==> config.mk <==
export PLATFORM = sky130hd
export DESIGN_NAME = wr_mem
export DESIGN_NICKNAME = d
export VERILOG_FILES = /design/src/rtl/wr_mem.sv
export SDC_FILE = /design/constraint.sdc
export NUM_CORES = 1
export LEC_CHECK = 0
export CAP_MARGIN = 20
export CORE_AREA = 3 3 130 132
export DETAILED_ROUTE_END_ITERATION = 10
export DIE_AREA = 0 0 133 135
export PLACE_DENSITY = 0.76
export RECOVER_POWER = 100
export SLEW_MARGIN = 20
export SYNTH_ARGS = -nofsm -noshare
export SYNTH_HDL_FRONTEND = slang
export SYNTH_SLANG_ARGS = --single-unit
==> constraint.sdc <==
create_clock -name memclk -period 4.6 [get_ports memclk]
set_clock_uncertainty 0.1 [all_clocks]
set_input_delay 0.46 -clock memclk [delete_from_list [all_inputs] [get_ports memclk]]
set_output_delay 0.46 -clock memclk [all_outputs]
set_load 0.03 [all_outputs]
==> src/rtl/wr_mem.sv <==
// Write-side DDR engine: drains one packed video line from a FWFT FIFO
// into the MCB write port as fixed-length bursts, double-buffered by frame.
module wr_mem #(
  parameter int DWIDTH      = 128,
  parameter int BRST_LENGTH = 45,
  parameter int BRSTNUM     = 4,
  parameter int DEPTH       = 900
) (
  input  logic                memclk,
  input  logic                rst,
  input  logic                vs_sync,
  input  logic [DWIDTH-1:0]   src_data,
  input  logic                src_empty,
  input  logic [8:0]          src_count,
  output logic                src_rd_en,
  input  logic                memcon_en,
  output logic                memcon_donep,
  input  logic [1:0]          arb_state,
  output logic                mcb_wr_en,
  output logic [DWIDTH-1:0]   mcb_wr_data,
  output logic [DWIDTH/8-1:0] mcb_wr_mask,
  input  logic                mcb_wr_full,
  input  logic [6:0]          mcb_wr_count,
  output logic                mcb_cmd_en,
  output logic [2:0]          mcb_cmd_instr,
  output logic [5:0]          mcb_cmd_bl,
  output logic [29:0]         mcb_cmd_byte_addr,
  input  logic                mcb_cmd_full,
  output logic                wr_frame,
  output logic                ovf
);

  localparam int BCW = (BRSTNUM > 1) ? $clog2(BRSTNUM) : 1;

  localparam logic [12:0]    COL_STEP  = 13'(BRST_LENGTH * DWIDTH / 8);
  localparam logic [5:0]     BL        = 6'(BRST_LENGTH - 1);
  localparam logic [8:0]     SRC_MIN   = 9'(BRST_LENGTH);
  localparam logic [6:0]     MCB_MAX   = 7'(64 - BRST_LENGTH);
  localparam logic [10:0]    LAST_LINE = 11'(DEPTH - 1);
  localparam logic [BCW-1:0] LAST_BRST = BCW'(BRSTNUM - 1);

  typedef enum logic [2:0] {
    S_IDLE,
    S_FILL,
    S_DATA,
    S_CMD,
    S_NEXT
  } state_t;

  state_t         state_q, state_d;
  logic [5:0]     cntr_q, cntr_d;
  logic [BCW-1:0] brst_q, brst_d;
  logic [12:0]    col_q, col_d;
  logic [10:0]    line_q, line_d;
  logic           frame_q, frame_d;
  logic           ovf_q, ovf_d;
  logic           vs_pend_q, vs_pend_d;
  logic           done_q, done_d;
  logic [3:0]     dsh_q, dsh_d;
  logic [29:0]    addr_q, addr_d;
  logic           push;

  always_ff @(posedge memclk) begin
    if (rst) begin
      state_q   <= S_IDLE;
      cntr_q    <= '0;
      brst_q    <= '0;
      col_q     <= '0;
      line_q    <= '0;
      frame_q   <= 1'b0;
      ovf_q     <= 1'b0;
      vs_pend_q <= 1'b0;
      done_q    <= 1'b0;
      dsh_q     <= '0;
      addr_q    <= '0;
    end else begin
      state_q   <= state_d;
      cntr_q    <= cntr_d;
      brst_q    <= brst_d;
      col_q     <= col_d;
      line_q    <= line_d;
      frame_q   <= frame_d;
      ovf_q     <= ovf_d;
      vs_pend_q <= vs_pend_d;
      done_q    <= done_d;
      dsh_q     <= dsh_d;
      addr_q    <= addr_d;
    end
  end

  always_comb begin
    state_d   = state_q;
    cntr_d    = cntr_q;
    brst_d    = brst_q;
    col_d     = col_q;
    line_d    = line_q;
    frame_d   = frame_q;
    ovf_d     = ovf_q;
    vs_pend_d = vs_pend_q | vs_sync;
    done_d    = done_q;
    dsh_d     = {dsh_q[2:0], done_q};
    addr_d    = addr_q;

    push       = (state_q == S_DATA) && !src_empty && !mcb_wr_full;
    mcb_cmd_en = (state_q == S_CMD) && !mcb_cmd_full
                 && (arb_state == 2'b01);

    // A frame start while a line is in flight is deferred to IDLE
    if (vs_sync && (state_q != S_IDLE)) ovf_d = 1'b1;

    unique case (state_q)
      S_IDLE: begin
        done_d = 1'b0;
        if (vs_sync || vs_pend_q) begin
          line_d    = '0;
          col_d     = '0;
          brst_d    = '0;
          frame_d   = ~frame_q;
          vs_pend_d = 1'b0;
        end
        if (memcon_en && !memcon_donep) state_d = S_FILL;
      end
      S_FILL: begin
        if ((src_count >= SRC_MIN) && (mcb_wr_count <= MCB_MAX)) begin
          cntr_d  = '0;
          addr_d  = {5'd0, frame_q, line_q, col_q};
          state_d = S_DATA;
        end
      end
      S_DATA: begin
        if (push) begin
          cntr_d = cntr_q + 6'd1;
          if (cntr_q == BL) state_d = S_CMD;
        end
      end
      S_CMD: begin
        if (mcb_cmd_en) state_d = S_NEXT;
      end
      S_NEXT: begin
        if (brst_q == LAST_BRST) begin
          brst_d  = '0;
          col_d   = '0;
          line_d  = (line_q == LAST_LINE) ? 11'd0 : line_q + 11'd1;
          done_d  = 1'b1;
          state_d = S_IDLE;
        end else begin
          brst_d  = brst_q + BCW'(1);
          col_d   = col_q + COL_STEP;
          state_d = S_FILL;
        end
      end
      default: state_d = S_IDLE;
    endcase
  end

  assign src_rd_en         = push;
  assign mcb_wr_en         = push;
  assign mcb_wr_data       = src_data;
  assign mcb_wr_mask       = '0;
  assign mcb_cmd_instr     = 3'b000;
  assign mcb_cmd_bl        = BL;
  assign mcb_cmd_byte_addr = addr_q;
  assign memcon_donep      = done_q | (dsh_q != 4'd0);
  assign wr_frame          = frame_q;
  assign ovf               = ovf_q;

endmodule
# Word level (Yosys, flattened, before mapping)
# Cells that the tools add are included.
# totals
regBits,68
wordCells,83
# op_classes
n_addsub,4
n_lt_le_gt_ge,2
n_eq_ne,15
n_mux,24
n_bitwise,3
reduce_logical,24
# ops
operator,n
11-bit two-way mux,3
13-bit two-way mux,2
13-bit case mux with 2 select lines,1
11-bit case mux with 2 select lines,1
3-bit two-way mux,5
3-bit case mux with 5 select lines,1
"13-bit by 10-bit adder with 13-bit output, second input constant",1
6-bit two-way mux,2
"2-bit != test, second input constant",6
6-bit case mux with 2 select lines,1
"11-bit by 1-bit adder with 11-bit output, second input constant",1
"11-bit by 10-bit == test with 1-bit output, second input constant",1
"9-bit by 6-bit greater-or-equal comparator with 1-bit output, second input constant",1
2-bit AND reduction,4
"7-bit by 5-bit <= comparator with 1-bit output, second input constant",1
1-bit logical AND,7
"6-bit by 1-bit adder with 6-bit output, second input constant",1
"3-bit by 2-bit == test with 1-bit output, second input constant",2
"6-bit == test, second input constant",1
3-bit AND reduction,2
5-bit AND reduction,1
1-bit zero test,4
1-bit two-way mux,4
2-bit two-way mux,2
other kinds (15),17

# Logic depth before layout (Yosys ltp)
# Gate-level depths: netlist (run 1).
# depth
word_depth,6
mapped_depth,7
ltp_nobuf,7

# Worst setup path before layout (run 1)
# No wires, ideal clock.
# synth_timing
path_kind,flip-flop to output port
from,register state_q[0]
to,output src_rd_en
arrival_ns,1.641
required_ns,4.040
path_slack_ns,2.399
stages_incl_launch_ff,6
path_buffers,2
cell_sequence,dfxtp_1 -> buf_4 -> or3b_4 -> or3_4 -> inv_1 -> buf_4
# synth_via
elab_chain_len,3
# synth_lines
element,line_no,source
from (decl),50,"state_t state_q, state_d;"
from (signal assigned),77,state_q <= state_d;
3-bit by 2-bit == test with 1-bit output,104,push = (state_q == S_DATA) && !src_empty && !mcb_wr_full;
1-bit logical AND (2 in series),104,
to (decl),15,"output logic src_rd_en,"
# Every way passes these cells.

# Final worst setup path (run 1)
# layout_timing
from,input src_count[1]
to,"register addr_q[14], in the netlist mcb_cmd_byte_addr[14]"
# layout_via
elab_chain_len,3
# layout_lines
element,line_no,source
from (decl),14,"input logic [8:0] src_count,"
9-bit by 6-bit greater-or-equal comparator with 1-bit output,124,if ((src_count >= SRC_MIN) && (mcb_wr_count <= MCB_MAX)) begin
1-bit logical AND,124,
2-bit AND reduction (no line),-,
to (signal assigned),87,addr_q <= addr_d;
to (decl),60,"logic [29:0] addr_q, addr_d;"
# Every way passes these cells.
# A chain may end at the register's enable or synchronous reset.

==> results of run 1 <==
## layer usage
metal,GRT usage [%],routed length (um)
met1,9.977,3302
met2,14.25,3915
met3,3.987,863
met4,6.928,460
met5,0,0
## power by group
part / leakage [uW] / internal (uW) / switching [uW]
Clock: 0.000150 / 421 / 247
Sequential: 0.000484 / 537 / 26.7
Combinational: 0.000983 / 84.1 / 164
Total: 0.00162 / 1040 / 438
## synthesized netlist by cell type, types with 5 or more instances
master / number
nand3_1: 6
buf_4: 166
nand2_1: 18
ha_1: 5
o21ai_0: 16
inv_1: 6
dfxtp_1: 60
mux2i_1: 21
nor2_1: 52
nor3_1: 15
nor2b_1: 6
clkbuf_1: 8
a21oi_1: 21
## layout make-up
class	instances	share of cell area, %
inverter	6	0.5945
multi-input combinational	257	39.33
sequential	60	31.70
timing repair buffer	51	13.24
clock inverter	7	1.982
clock buffer	9	5.945
antenna	1	0.06605
tap	216	7.133
## worst min path at each step
stage / from / endpoint / slack (ns) / cells after the start
after floorplan: dsh_q[2]$_SDFF_PP0_ / dsh_q[3]$_SDFF_PP0_ / 0.34 / 2
after global placement: dsh_q[0]$_SDFF_PP0_ / dsh_q[1]$_SDFF_PP0_ / 0.35 / 1
after detailed placement: dsh_q[1]$_SDFF_PP0_ / dsh_q[2]$_SDFF_PP0_ / 0.36 / 1
after CTS: dsh_q[0]$_SDFF_PP0_ / dsh_q[1]$_SDFF_PP0_ / 0.37 / 1
after global routing: dsh_q[0]$_SDFF_PP0_ / dsh_q[1]$_SDFF_PP0_ / 0.38 / 1
final: dsh_q[0]$_SDFF_PP0_ / dsh_q[1]$_SDFF_PP0_ / 0.37 / 1
## state kept, by name, indices dropped and copies added (netlist names)
register and cells:
vs_pend_q 1, line_q 11, mcb_cmd_byte_addr 21, state_q 3
done_q 1, ovf 1, col_q 9, cntr_q 6
wr_frame 1, brst_q 2, dsh_q 4
## critical path, cell delays in order
cell and delay (ns):
dlygate4sd3_1 0.53, o2111ai_1 0.11, a2111oi_0 1.04, nand2b_1 0.10, clkbuf_1 0.67, mux2i_1 0.36
nor2_1 0.05
## per-stage QoR
| step | hold WS, ns | worst slack, ns | cells |
|---|---|---|---|
| floorplan | 0.3355 | 2.399 | 500 |
| global placement | 0.3481 | 1.729 | 590 |
| detailed placement | 0.3643 | 1.675 | 590 |
| CTS | 0.3691 | 1.614 | 606 |
| global route | 0.3768 | 1.066 | 607 |
| finish | 0.3672 | 1.333 | 607 |
## cells by family after synthesis
group	count (synthesis)
AND/OR/NAND/NOR	128
XOR/XNOR	8
adder cells (fa/ha/maj)	5
buffers and inverters	183
other	2
flip-flops	60
AO/OA/AOI/OAI	61
multiplexers	21
==> flow_summary.toml, run 1 <==
[cells_and_area]
fin_area_sq_mm = 0.003789
fin_util_pct = 23.94
most-common-layout-cells = "dfxtp_1, nor2_1, conb_1"
drive_above_1_share_pct = 5.128
final_common_cell = "dfxtp_1"
fillers = 1695
layout-area-overhead-vs-synth_pct = -2.480
multi_input_area_sq_mm = 0.001490
finalNetCount = 543
regArea_sq_mm = 0.001201

[place]
numPortBuffers = 49
globalplace.congestion = 0.7363
dp_hpwl_mm = 6.414
place_area_sq_mm = 0.003491

[timing]
rsz0062_at_grt = "false"
timing.final.setup_violations = 0
fin_setup_tns_ns = 0
relSlewSlack_pct = -9.165
tightest_slew_ns = 1.637
hold_violations = 0
drv_slew = 23
period_share_pct = 71.02
period_minus_slack_ns = 3.267
fmax_mhz = 306.1

[worst_setup_path]
r2r-end = "mcb_cmd_byte_addr[15]$_SDFFE_PP0P_"
r2r-start = "state_q[2]$_SDFFE_PP0P_"
critical_path.startpoint = "src_count[1]"
cp_max_fo = 22
critPathLaunchType = "primary input"
crit_end = "mcb_cmd_byte_addr[14]$_SDFFE_PP0P_"
crit_arrival_ns = 3.35
required_ns = 4.69
crit_type = "in2reg"
r2r_cells = 5
r2r_setup_slack_ns = 1.84
crit_path_end_kind = "register"

[floorplan]
core_area_sq_mm = 0.01583
rows = 46
die_h_um = 135
ioPinCount = 342
die_w_um = 133
initial_utilization_pct = 24.55
die-area_sq_mm = 0.01796

[grt]
grt_pass1_wl_mm = 13.09
gr-total-overflow = 0
grt_max_degree = 53
antenna_found_initial = 1
track_usage_pct = 9.205
grt_pass1_vias = 2402

[clocking]
cts_tree = "built"
clk_path_buf_depth = 2
post_cts_resize_count = 0
numCtsBuffers = 9
cts.reportedPaths.clkPinSlew_ns = 0.06
postCtsHoldBufs = 0
cts.sinks = 60
cts_root_buf = "clkbuf_16"
post_cts_buffers = 0
worst_skew_pair.late_latency_ns = 0.32
htree_levels = 3

[synthesis]
syn-cell-area_sq_mm = 0.003885
synth_cell_types = 52
synth_enable_flop_cells = 0
synth_top_area_share_pct = 32.08
synth-simple-area-share_pct = 16.39
synth_top_family_by_area = "buffers and inverters"
synth_compound_area_share_pct = 9.887
synth.mux.area_fraction_pct = 5.411
yosys_warnings = 0
synth_area_leader_cell = "buf_4"
avgSynthCellArea_sq_um = 8.301
synth_xor_area_share_pct = 1.804
synth_area_leaders = "buf_4, dfxtp_1, mux2i_1, nor2_1, a21oi_1"
seq_area_frac_synth_pct = 30.92
synth_seq_cells = 60
netlist_instances = 468
synthArstFlopShare_pct = 0
synth_fa_ha_area_share_pct = 1.610
synth_ff_type = "dfxtp_1"

[route]
route.vias.total = 2530
ant_nets = 0
wire_per_inst_um = 14.07
drc_errors = 0
vias_per_cell = 4.168
firstDrtPassIters = 4
routed_wl_mm = 8.541
drt_iter0_drc = 93

[pwr]
p_per_area_mw_per_mm2 = 390.9
irDropWorstVdd_mv = 0.1837
leakage_uw = 0.001617
total_power_uw = 1481

[status]
status = "finished with violations"
violations = "max-capacitance violations, max-slew violations"

[job]
cap_violations = 1

[worst_hold_path]
hold_path_class = "reg2reg"
No activity file was read; power rests on OpenSTA's default activity.
==> run 2, diff against run 1 <==
--- a/config.mk
+++ b/config.mk
@@ -6,10 +6,10 @@
 export NUM_CORES = 1
 export LEC_CHECK = 0
 export CAP_MARGIN = 20
-export CORE_AREA = 3 3 130 132
+export CORE_AREA = 3 3 132 134
 export DETAILED_ROUTE_END_ITERATION = 10
-export DIE_AREA = 0 0 133 135
-export PLACE_DENSITY = 0.76
+export DIE_AREA = 0 0 135 137
+export PLACE_DENSITY = 0.74
 export RECOVER_POWER = 100
 export SLEW_MARGIN = 20
 export SYNTH_ARGS = -nofsm -noshare
==> constraint.sdc (replaced) <==
create_clock -name memclk -period 3.4 [get_ports memclk]
set_clock_uncertainty 0.1 [all_clocks]
set_input_delay 0.34 -clock memclk [delete_from_list [all_inputs] [get_ports memclk]]
set_output_delay 0.34 -clock memclk [all_outputs]
set_load 0.03 [all_outputs]
==> run 2 against run 1 <==
The run now ends clean. Largest cell class unchanged. Setup slack worse by 0.86 ns. Total power is 34% higher. Largest power group unchanged. Highest routed layer unchanged. Sequential power is 35% higher.
==> flow_summary.toml, run 2 (synthesis results as in run 1) <==
[cells_and_area]
fin_area_sq_mm = 0.003787
final_common_cell = "dfxtp_1"
n_antenna_cell = 0
fin_util_pct = 23.08
finalNetCount = 544
largest_reg_flops = 21
drive_above_1_share_pct = 4.604
most-common-layout-cells = "dfxtp_1, nor2_1, conb_1"
layout-area-overhead-vs-synth_pct = -2.512

[route]
wire_per_inst_um = 13.37
vias_per_cell = 4.137
drc_errors = 0
ant_nets = 0
firstDrtPassIters = 4
routed_wl_mm = 8.171
route.vias.total = 2528
drt_iter0_drc = 92

[timing]
tightest_slew_ns = 1.312
period_share_pct = 86.01
period_minus_slack_ns = 2.924
fmax_mhz = 342.0
relSlewSlack_pct = 12.51
rsz0062_at_grt = "false"
timing.final.setup_violations = 0
fin_setup_tns_ns = 0
hold_violations = 0
drv_slew = 0

[clocking]
cts_tree = "built"
cts.reportedPaths.clkPinSlew_ns = 0.05
postCtsHoldBufs = 0
post_cts_resize_count = 0
cts.sinks = 60
numCtsBuffers = 9
clk_path_buf_depth = 2
htree_levels = 3
worst_skew_pair.late_latency_ns = 0.32
cts_root_buf = "clkbuf_16"
post_cts_buffers = 0

[worst_setup_path]
slowest_stage = "dlygate4sd3_1"
cpPeakStageDelay_ns = 0.74
required_ns = 2.96
crit_arrival_ns = 2.48
path_cells = "or3b_4 > or3_4 > inv_1 > dlygate4sd3_1"
crit_family = "buffers and inverters"
crit_path_end_kind = "primary output"
crit_type = "reg2out"
critPathBufInv = 2
cp_max_fo = 10
critPathLaunchType = "register"

[floorplan]
die_h_um = 137
die_w_um = 135
ioPinCount = 342
core_area_sq_mm = 0.01641
initial_utilization_pct = 23.68
rows = 47
die-area_sq_mm = 0.01850

[worst_hold_path]
hold_path_class = "reg2reg"

[pwr]
irDropWorstVdd_mv = 0.2522
internal_power_uw = 1425
total_power_uw = 1989
combPwrFrac_pct = 16.8
power_switching_uw = 563.5
leakage_uw = 0.001613
pwr-share-clk_pct = 44.8
p_per_area_mw_per_mm2 = 525.1
p_seq_share_pct = 38.4
swShare_pct = 28.33

[place]
dp_hpwl_mm = 6.131
globalplace.congestion = 0.8136
numPortBuffers = 49
place_area_sq_mm = 0.003503

[status]
status = "completed"

[grt]
track_usage_pct = 8.624
grt_pass1_wl_mm = 12.44
gr-total-overflow = 0
grt_pass1_vias = 2348
antenna_found_initial = 0
grt_max_degree = 30

[job]
cap_violations = 0
## run 2: cell count changes in the layout (fill, tap and decap cells not counted), sizes merged
cell           previous run  this run
diode                     1         0
inv                       7         6
clkinv                    5         3
buf                       1         0
clkbuf                   10        15
clkdlybuf4s50            19        21
dlygate4sd3              30        28
## run 2: cell type report
cell class | count | area [sq um]
Fill cell | 1777 | 12620
Inverter | 6 | 22.52
Sequential cell | 60 | 1201
Clock buffer | 12 | 246.5
Timing Repair Buffer | 52 | 503.0
Multi-Input combinational cell | 257 | 1490
Tap cell | 220 | 275.3
Clock inverter | 4 | 48.80
## run 2: path summary, 6_finish.rpt
check	start	endpoint	slack (ns)	cells after the start
worst max-delay path	state_q[1]$_SDFFE_PP0P_	mcb_wr_en	0.48	4
worst min-delay path	dsh_q[2]$_SDFF_PP0_	dsh_q[3]$_SDFF_PP0_	0.37	2
worst max register to register	state_q[0]$_SDFFE_PP0P_	mcb_cmd_byte_addr[18]$_SDFFE_PP0P_	1.16	5
worst min register to register	dsh_q[2]$_SDFF_PP0_	dsh_q[3]$_SDFF_PP0_	0.37	2
## run 2: worst min-delay path, cell delays in order, from the launching register on
cell and delay (ns):
dfxtp_1 0.29, inv_1 0.08, nor2_1 0.05
## run 2: per-layer routing
layer,wire (um),up-vias,part of all wire [%],global-route usage [%]
met5,0,-,0,0
met4,844,0,10,9.966
met3,695,78,8.5,3.051
met2,3338,127,41,11.98
met1,3293,1106,40,9.473
li1,-,1217,-,-
## run 2: power by group through the flow
stage	sequential, uW	combinational (uW)	clock (uW)
finish	763	334	892
global route	768	367	948
CTS	764	341	919
detailed placement	778	339	0
global placement	778	337	0
floorplan	770	570	0
## run 2: metrics by stage
| stage | worst slack [ns] | hold slack [ns] | std cells |
|---|---|---|---|
| 3_3_place_gp | 0.7239 | 0.3490 | 595 |
| 5_1_grt | 0.2232 | 0.3736 | 611 |
| 2_1_floorplan | 1.319 | 0.3355 | 500 |
| 4_1_cts | 0.5231 | 0.3732 | 611 |
| 6_report | 0.4757 | 0.3667 | 611 |
| 3_5_place_dp | 0.7404 | 0.3620 | 595 |
